[config.mk]
export PLATFORM = sky130hd
export DESIGN_NAME = apb_rr_master_arbiter_flat
export DESIGN_NICKNAME = d
export VERILOG_FILES = /design/src/rtl/apb_rr_master_arbiter_if.sv /design/src/rtl/apb_rr_master_arbiter.sv /design/src/flat_wrapper.sv
export SDC_FILE = /design/constraint.sdc
export NUM_CORES = 1
export LEC_CHECK = 0
export BUFFER_PORTS_ARGS = -buffer_cell sky130_fd_sc_hd__buf_2
export CAP_MARGIN = 20
export CORE_MARGIN = 2
export CORE_UTILIZATION = 35
export DETAILED_ROUTE_END_ITERATION = 12
export MAX_ROUTING_LAYER = met4
export PLACE_DENSITY = 0.72
export RECOVER_POWER = 100
export SETUP_SLACK_MARGIN = 0.02
export SLEW_MARGIN = 10
export SYNTH_ARGS = -nofsm -noshare
export SYNTH_HDL_FRONTEND = slang
export SYNTH_SLANG_ARGS = --single-unit
[constraint.sdc]
create_clock -name hclk -period 4.1 [get_ports hclk]
set_input_delay 0.82 -clock hclk [delete_from_list [all_inputs] [get_ports hclk]]
set_output_delay 0.82 -clock hclk [all_outputs]
set_load 0.05 [all_outputs]
[src/rtl/apb_rr_master_arbiter_if.sv]
// ---------------------------------------------------------------------------
// apb_rr_master_arbiter_if
//   APB bus bundle between the round-robin APB master and the slave decoder.
//
//   Signals:
//     psel, penable, pwrite  APB control (driven by the master)
//     paddr                  APB address (driven by the master)
//     pwdata                 APB write data (driven by the master)
//     prdata                 APB read data (driven by the slave)
//     pready                 APB ready (driven by the slave)
//     pslverr                APB slave error (driven by the slave)
//
//   Modports: master (the arbiter), slave (peripheral side / decoder).
// ---------------------------------------------------------------------------
interface apb_rr_master_arbiter_if #(
    parameter int unsigned ADDR_W = 32,
    parameter int unsigned DATA_W = 32
);
    logic              psel;
    logic              penable;
    logic              pwrite;
    logic [ADDR_W-1:0] paddr;
    logic [DATA_W-1:0] pwdata;
    logic [DATA_W-1:0] prdata;
    logic              pready;
    logic              pslverr;

    modport master (
        output psel, penable, pwrite, paddr, pwdata,
        input  prdata, pready, pslverr
    );

    modport slave (
        input  psel, penable, pwrite, paddr, pwdata,
        output prdata, pready, pslverr
    );
endinterface

[src/rtl/apb_rr_master_arbiter.sv]
// ---------------------------------------------------------------------------
// apb_rr_master_arbiter
//   Two-requester round-robin APB master. Each requester holds reqN high
//   until its one-cycle doneN pulse; the arbiter runs the APB SETUP/ACCESS
//   sequence (with wait states) for the winner and returns rdata/err
//   alongside the done pulse. All outputs are registered.
//
//   Ports:
//     hclk, hresetn          clock, asynchronous active-low reset
//     req0/1, wr0/1          request and direction (1 = write) per requester
//     addr0/1, wdata0/1      address and write data per requester
//     done0/1                one-cycle completion pulse per requester
//     rdata, err             read data / error, valid while a done is high
//     apb                    APB bus (master modport)
//
//   Optional feature: define APB_RR_ARB_TIMEOUT_EN to terminate an ACCESS
//   phase that sees pready low for TIMEOUT cycles (done with err=1, rdata=0).
//   Without the macro ACCESS waits indefinitely for pready.
// ---------------------------------------------------------------------------
module apb_rr_master_arbiter #(
    parameter int unsigned ADDR_W  = 32,
    parameter int unsigned DATA_W  = 32,
    parameter int unsigned TIMEOUT = 16
) (
    input  logic                    hclk,
    input  logic                    hresetn,
    input  logic                    req0,
    input  logic                    req1,
    input  logic                    wr0,
    input  logic                    wr1,
    input  logic [ADDR_W-1:0]       addr0,
    input  logic [ADDR_W-1:0]       addr1,
    input  logic [DATA_W-1:0]       wdata0,
    input  logic [DATA_W-1:0]       wdata1,
    output logic                    done0,
    output logic                    done1,
    output logic [DATA_W-1:0]       rdata,
    output logic                    err,
    apb_rr_master_arbiter_if.master apb
);

    typedef enum logic [1:0] {
        StIdle   = 2'b00,
        StSetup  = 2'b01,
        StAccess = 2'b10
    } state_e;

    state_e            state_q, state_d;
    logic              last_grant_q, last_grant_d;
    logic              cur_id_q, cur_id_d;
    logic              psel_q, psel_d;
    logic              penable_q, penable_d;
    logic              pwrite_q, pwrite_d;
    logic [ADDR_W-1:0] paddr_q, paddr_d;
    logic [DATA_W-1:0] pwdata_q, pwdata_d;
    logic              done0_q, done0_d;
    logic              done1_q, done1_d;
    logic [DATA_W-1:0] rdata_q, rdata_d;
    logic              err_q, err_d;

    logic              valid0, valid1, winner;

`ifdef APB_RR_ARB_TIMEOUT_EN
    logic [7:0]        wait_cnt_q, wait_cnt_d;
`endif

    always_ff @(posedge hclk or negedge hresetn) begin
        if (!hresetn) begin
            state_q      <= StIdle;
            last_grant_q <= 1'b1;  // req0 wins the first contention
            cur_id_q     <= 1'b0;
            psel_q       <= 1'b0;
            penable_q    <= 1'b0;
            pwrite_q     <= 1'b0;
            paddr_q      <= '0;
            pwdata_q     <= '0;
            done0_q      <= 1'b0;
            done1_q      <= 1'b0;
            rdata_q      <= '0;
            err_q        <= 1'b0;
        end else begin
            state_q      <= state_d;
            last_grant_q <= last_grant_d;
            cur_id_q     <= cur_id_d;
            psel_q       <= psel_d;
            penable_q    <= penable_d;
            pwrite_q     <= pwrite_d;
            paddr_q      <= paddr_d;
            pwdata_q     <= pwdata_d;
            done0_q      <= done0_d;
            done1_q      <= done1_d;
            rdata_q      <= rdata_d;
            err_q        <= err_d;
        end
    end

`ifdef APB_RR_ARB_TIMEOUT_EN
    always_ff @(posedge hclk or negedge hresetn) begin
        if (!hresetn) begin
            wait_cnt_q <= 8'd0;
        end else begin
            wait_cnt_q <= wait_cnt_d;
        end
    end
`endif

    // A requester whose done pulse is visible this cycle has just been served;
    // its request line is still high, so it must not be reissued.
    assign valid0 = req0 & ~done0_q;
    assign valid1 = req1 & ~done1_q;
    assign winner = (valid0 & valid1) ? ~last_grant_q : valid1;

    always_comb begin
        state_d      = state_q;
        last_grant_d = last_grant_q;
        cur_id_d     = cur_id_q;
        psel_d       = psel_q;
        penable_d    = penable_q;
        pwrite_d     = pwrite_q;
        paddr_d      = paddr_q;
        pwdata_d     = pwdata_q;
        done0_d      = 1'b0;
        done1_d      = 1'b0;
        rdata_d      = rdata_q;
        err_d        = err_q;
`ifdef APB_RR_ARB_TIMEOUT_EN
        wait_cnt_d   = wait_cnt_q;
`endif

        unique case (state_q)
            StIdle: begin
                if (valid0 | valid1) begin
                    state_d      = StSetup;
                    cur_id_d     = winner;
                    last_grant_d = winner;
                    psel_d       = 1'b1;
                    penable_d    = 1'b0;
                    pwrite_d     = winner ? wr1 : wr0;
                    paddr_d      = winner ? addr1 : addr0;
                    pwdata_d     = winner ? wdata1 : wdata0;
                end
            end

            StSetup: begin
                state_d   = StAccess;
                penable_d = 1'b1;
`ifdef APB_RR_ARB_TIMEOUT_EN
                wait_cnt_d = 8'd0;
`endif
            end

            StAccess: begin
                if (apb.pready) begin
                    state_d   = StIdle;
                    psel_d    = 1'b0;
                    penable_d = 1'b0;
                    rdata_d   = pwrite_q ? '0 : apb.prdata;
                    err_d     = apb.pslverr;
                    done0_d   = ~cur_id_q;
                    done1_d   = cur_id_q;
`ifdef APB_RR_ARB_TIMEOUT_EN
                end else if (wait_cnt_q == 8'(TIMEOUT - 1)) begin
                    // This is the TIMEOUT-th stalled ACCESS cycle: give up.
                    state_d   = StIdle;
                    psel_d    = 1'b0;
                    penable_d = 1'b0;
                    rdata_d   = '0;
                    err_d     = 1'b1;
                    done0_d   = ~cur_id_q;
                    done1_d   = cur_id_q;
                end else begin
                    wait_cnt_d = wait_cnt_q + 8'd1;
`endif
                end
            end

            default: begin
                state_d = StIdle;
            end
        endcase
    end

    assign apb.psel    = psel_q;
    assign apb.penable = penable_q;
    assign apb.pwrite  = pwrite_q;
    assign apb.paddr   = paddr_q;
    assign apb.pwdata  = pwdata_q;

    assign done0 = done0_q;
    assign done1 = done1_q;
    assign rdata = rdata_q;
    assign err   = err_q;

endmodule

[src/flat_wrapper.sv]
// flat-port wrapper written by rule: the top's interface ports become plain ports
module apb_rr_master_arbiter_flat 
#(
    parameter int unsigned ADDR_W  = 32,
    parameter int unsigned DATA_W  = 32,
    parameter int unsigned TIMEOUT = 16
)
  (hclk, hresetn, req0, req1, wr0, wr1, addr0, addr1, wdata0, wdata1, done0, done1, rdata, err, apb_psel, apb_penable, apb_pwrite, apb_paddr, apb_pwdata, apb_prdata, apb_pready, apb_pslverr);
  apb_rr_master_arbiter_if #(.ADDR_W(ADDR_W), .DATA_W(DATA_W)) apb_i ();
  input  logic hclk;
  input  logic hresetn;
  input  logic req0;
  input  logic req1;
  input  logic wr0;
  input  logic wr1;
  input  logic [ADDR_W-1:0] addr0;
  input  logic [ADDR_W-1:0] addr1;
  input  logic [DATA_W-1:0] wdata0;
  input  logic [DATA_W-1:0] wdata1;
  output logic done0;
  output logic done1;
  output logic [DATA_W-1:0] rdata;
  output logic err;
  output wire logic [$bits(apb_i.psel)-1:0] apb_psel;
  output wire logic [$bits(apb_i.penable)-1:0] apb_penable;
  output wire logic [$bits(apb_i.pwrite)-1:0] apb_pwrite;
  output wire logic [$bits(apb_i.paddr)-1:0] apb_paddr;
  output wire logic [$bits(apb_i.pwdata)-1:0] apb_pwdata;
  input wire logic [$bits(apb_i.prdata)-1:0] apb_prdata;
  input wire logic [$bits(apb_i.pready)-1:0] apb_pready;
  input wire logic [$bits(apb_i.pslverr)-1:0] apb_pslverr;
  assign apb_psel = apb_i.psel;
  assign apb_penable = apb_i.penable;
  assign apb_pwrite = apb_i.pwrite;
  assign apb_paddr = apb_i.paddr;
  assign apb_pwdata = apb_i.pwdata;
  assign apb_i.prdata = apb_prdata;
  assign apb_i.pready = apb_pready;
  assign apb_i.pslverr = apb_pslverr;
  apb_rr_master_arbiter #(.ADDR_W(ADDR_W), .DATA_W(DATA_W), .TIMEOUT(TIMEOUT)) u_core (.hclk(hclk), .hresetn(hresetn), .req0(req0), .req1(req1), .wr0(wr0), .wr1(wr1), .addr0(addr0), .addr1(addr1), .wdata0(wdata0), .wdata1(wdata1), .done0(done0), .done1(done1), .rdata(rdata), .err(err), .apb(apb_i));
endmodule
# --- After elaboration in Yosys (flattened, before gate mapping) ---
# Index checks and enable logic that the tools add are counted.
word_totals:
  word_cells: 49
  in_bits: 168
  reg_bits: 106
  output_inout_bits: 102
op_classes:
  n_eq_ne: 4
  bitwise_logic: 8
  mux: 17
  reduce_logical: 8
ops:
  columns: ["cell", "n"]
  rows:
  - ["32-bit 2-to-1 mux", 3]
  - ["1-bit 2-to-1 mux", 9]
  - ["2-bit one-hot mux with 3 select lines", 1]
  - ["2-bit AND reduction", 3]
  - ["3-bit AND reduction", 2]
  - ["2-bit 2-to-1 mux", 2]
  - ["1-bit NOT", 4]
  - ["1-bit AND", 3]
  - ["1-bit one-hot mux with 3 select lines", 1]
  - ["3-bit nonzero test", 1]
  - ["2-bit by 1-bit == test with 1-bit output (second input constant)", 1]
  - ["2-bit == test (second input constant)", 1]
  - ["2-bit logical NOT", 1]
  - ["2-bit by 1-bit inequality test with 1-bit output (second input constant)", 1]
  - ["2-bit inequality test (second input constant)", 1]
  - ["1-bit one-hot mux with 2 select lines", 1]
  - ["2-bit nonzero test", 1]
  - ["1-bit OR", 1]

# --- Longest topological paths before layout ---
depth:
  depth_word: 5
  mapped_depth: 7
  mapped_depth_nobuf: 4

# --- Least setup slack after synthesis ---
# No wires, ideal clock.
synth_timing:
  path_type: "input to register"
  startpoint: "input req1"
  endpoint: "register u_core.paddr_q[0] (netlist: u_core.apb.paddr[0])"
  arrival_time_ns: 1.653
  setup_time_ns: 0.081
  stages: 6
  n_path_buf: 3
  slack_ns: 2.366
  required_time_ns: 4.019
  cell_sequence: "nor2b_4 -> o21a_1 -> buf_4 -> buf_6 -> buf_6 -> a31oi_2"
synth_via:
  elab_chain_cells: 4
  word_cells_on_any_way: 6
  classes_between: "2 x mux; 3 x bitwise; 1 x reduce/logical"
synth_rtl:
  columns: ["element", "line_no", "text"]
  rows:
  - ["start: declaration", "flat_wrapper.sv:13", "input logic req1;"]
  - ["1-bit AND *", "apb_rr_master_arbiter.sv:110", "assign valid1 = req1 & ~done1_q;"]
  - ["1-bit AND", "apb_rr_master_arbiter.sv:111", "assign winner = (valid0 & valid1) ? ~last_grant_q : valid1;"]
  - ["1-bit 2-to-1 mux", "apb_rr_master_arbiter.sv:111", null]
  - ["32-bit 2-to-1 mux", "apb_rr_master_arbiter.sv:139", "paddr_d = winner ? addr1 : addr0;"]
  - ["end signal: assignment", "apb_rr_master_arbiter.sv:88", "paddr_q <= paddr_d;"]
  - ["end: declaration", "apb_rr_master_arbiter.sv:54", "logic [ADDR_W-1:0] paddr_q, paddr_d;"]
# Mark *: on every way between the ends. The rest lies on a longest branch, timed or not.
# A chain may end at the register's enable or synchronous reset.

# --- Final worst setup path ---
layout_timing:
  startpoint: "input req1"
  endpoint: "register u_core.pwdata_q[18] (netlist: u_core.apb.pwdata[18])"
layout_via:
  elab_chain_cells: 4
  word_cells_on_any_way: 6
  classes_between: "2 x mux; 3 x bitwise; 1 x reduce/logical"
layout_rtl:
  columns: ["element", "line_no", "text"]
  rows:
  - ["1-bit AND *", "apb_rr_master_arbiter.sv:110", null]
  - ["1-bit AND", "apb_rr_master_arbiter.sv:111", null]
  - ["1-bit 2-to-1 mux", "apb_rr_master_arbiter.sv:111", null]
  - ["32-bit 2-to-1 mux", "apb_rr_master_arbiter.sv:140", "pwdata_d = winner ? wdata1 : wdata0;"]
  - ["end signal: assignment", "apb_rr_master_arbiter.sv:89", "pwdata_q <= pwdata_d;"]
  - ["end: declaration", "apb_rr_master_arbiter.sv:55", "logic [DATA_W-1:0] pwdata_q, pwdata_d;"]
# Marked as above.

==> results_dict.tcl <==
set metrics [dict create \
    status "finished, violations left" \
    violations "max-capacitance violations, max-slew violations" \
    slew_violations 92 \
    rsz0062_at_grt "no" \
    ys_types 22 \
    hold_end "u_core.done0" \
    tritoncts "built" \
    fmax_mhz 334 \
    path_buf_inv 2 \
    hold_viol 0 \
    clockBufferDepth 2 \
    nNetsFinal 939 \
    overflow 0 \
    route.detailed.drc 0 \
    whs_path_depth 1 \
    place.gp.congestion 0.785 \
    setup_viol 0 \
    numCtsBuffers 9 \
    core_area_um2 13700 \
    cp_top_family "compound AO/OA/AOI/OAI gates" \
    io_buffer_count 269 \
    power.density_nw_per_um2 956 \
    peakVddDrop_mv 0.352 \
    grt_pass1_vias 3878 \
    critical_path.max_fanout 90 \
    rrSetupSlack_ps 1210 \
    netlist_instances 523 \
    synth.area.top_cells "dfrtp_1, nand2_1, a31oi_2, nor2_1, a31oi_1" \
    postCtsHoldBufs 0 \
    drtIter0Drc 271 \
    root_buffer "clkbuf_16" \
    maxCapViolCount 2 \
    netlist_area_um2 4850 \
    grt_max_degree 91 \
    rows 43 \
    cp_slowest_stage_delay_ps 1450 \
    slew_headroom -0.666 \
    path_clk_slew_ps 70 \
    final_area_um2 6440 \
    via_count 4307 \
    hp-class "flip-flop to flip-flop" \
    fin_setup_tns_ps 0 \
    r2r-start "u_core.state_q[1]" \
    post-synth-top-area-fraction 0.542 \
    insertion_delay_ps 350 \
    slowest_stage "o21a_1" \
    grt_usage 0.172 \
    ff2ff_path_depth 5 \
    skew_ps 8.69 \
    dieHeight_um 122 \
    dr.pass1.iters 4 \
    cts.sink_count 106 \
    chipWidth_um 122 \
    wl_um 12600 \
    critical_path.cell_chain "buf_2 -> nor2b_4 -> o21a_1 -> buf_12 -> nor2_1 -> a31oi_1" \
    area_growth_pct 32.8 \
    cts_setup_buffers 0 \
    yosysWarnings 0 \
    r2r-end "u_core.apb.pwdata[18]" \
    ctsResizeCount 0 \
    antenna_found_initial 0 \
    dp_hpwl_um 8940 \
    cp-end-kind "flip-flop" \
    synth_seq_area_share 0.547 \
    antenna_cells 0 \
    cts.htree.levels 3 \
    power_leakage_nw 2.95 \
    wl_per_cell_um 13.2 \
    die_area_um2 14800 \
    min-delay-start "u_core.cur_id_q" \
    avgSynthCellArea_um2 9.28 \
    ios 270 \
    drtAntennaViolNets 0 \
    place_area_um2 6250 \
    cp.arrival_ps 3260 \
    cp.required_ps 4360 \
    path_class "input port to flip-flop" \
    synth_seq_cells 106 \
    layout-drive-gt1-share 0.291 \
    yosys.area.top_type "dfrtp_1" \
    synth_nets 691 \
    start_util 0.354 \
    period_needed_ps 3000 \
    cp-start-kind "input port" \
    crit_start "req1" \
    grt_first_pass_wirelength_um 19600 \
    routed_via_density 4.51 \
    period_share 0.731 \
    worstMarginPinSlew_ps 2500 \
]
[stage by stage]
step,worst slack [ps],hold WS (ps),utilization,std cells,power [mW]
6_report,1100,433,0.470,956,6.16
5_1_grt,879,461,0.470,956,6.55
4_1_cts,1890,430,0.478,955,6.35
3_5_place_dp,1520,419,0.455,939,5.44
3_3_place_gp,1530,418,0.455,939,5.38
2_1_floorplan,2370,403,-,523,4.66
[flip-flops by register name (all words and copies together), names as in the netlist]
name,flops
u_core.apb.paddr,32
u_core.apb.penable,1
u_core.apb.psel,1
u_core.apb.pwdata,32
u_core.apb.pwrite,1
u_core.cur_id_q,1
u_core.done0,1
u_core.done1,1
u_core.err,1
u_core.last_grant_q,1
u_core.rdata,32
u_core.state_q,2
[cells in the mapped netlist]
master / n
dfstp_2: 1
a31oi_1: 35
nor3b_1: 1
nor2_1: 69
inv_1: 1
o21a_1: 1
a21o_1: 1
o21ai_0: 34
and2_1: 1
buf_6: 10
clkbuf_1: 9
nand2_1: 164
a31oi_2: 30
nand2b_1: 32
nor2b_4: 1
mux2_2: 2
nor2b_1: 2
or2_2: 1
buf_2: 19
buf_4: 2
dfrtp_1: 105
nand3b_1: 2
[power breakdown]
part           internal (mW)  total [mW]  switching [mW]  leakage, nW
Sequential              1.55        1.81           0.260         1.26
Clock                  0.497       0.893           0.396        0.150
Combinational          0.760        3.46            2.70         1.54
[cell usage in the layout (no fill, tap or decap)]
cell type,Yosys,routed
buf_2,19,165
nand2_1,164,163
dfrtp_1,105,105
clkbuf_1,9,104
nor2_1,69,69
a31oi_1,35,35
o21ai_0,34,34
nand2b_1,32,32
a31oi_2,30,30
clkbuf_16,0,9
buf_4,2,6
nand3b_1,2,2
nor2b_1,2,2
mux2_2,2,2
inv_6,0,2
clkinv_4,0,2
inv_1,1,1
nor2b_4,1,1
nand2_2,0,1
o21a_1,1,1
and2_2,0,1
a21o_1,1,1
nor3b_1,1,1
or2_2,1,1
clkbuf_8,0,1
bufinv_16,0,1
clkinvlp_4,0,1
buf_16,0,1
buf_12,0,1
dfstp_2,1,1
[final cells by class]
type,count,area (um2)
repair buffers,277,1310
well taps,180,225
clock inverters,6,72.6
clock buffers,10,239
flip-flops and latches,106,2650
multi-input cells,376,1940
inverters,1,3.75
fillers,1422,7270
[how the worst max path moves through the flow]
| stage | end | slack, ps | cells past startpoint |
|---|---|---|---|
| after CTS | u_core.apb.paddr[16] | 1890 | 6 |
| final | u_core.apb.pwdata[18] | 1100 | 6 |
| after floorplan | u_core.apb.paddr[0] | 2370 | 6 |
| after global routing | u_core.apb.paddr[30] | 880 | 6 |
| after detailed placement | u_core.apb.paddr[16] | 1520 | 6 |
| after global placement | u_core.apb.paddr[19] | 1530 | 6 |
[routing by layer]
metal | routed length (um) | share of wire | track usage
met1 | 5810 | 0.46 | 0.232
met2 | 5870 | 0.46 | 0.257
met3 | 663 | 0.053 | 0.0365
met4 | 278 | 0.022 | 0.0632
met5 | 0 | 0 | -
[cells by family after synthesis]
logic type             count (synthesis)  synth area share
AND/OR/NAND/NOR                      273             0.234
buffers and inverters                 41            0.0536
AO/OA/AOI/OAI                        101             0.161
flip-flops                           106             0.547
multiplexers                           2           0.00464
(Power assumes the default switching activity.)
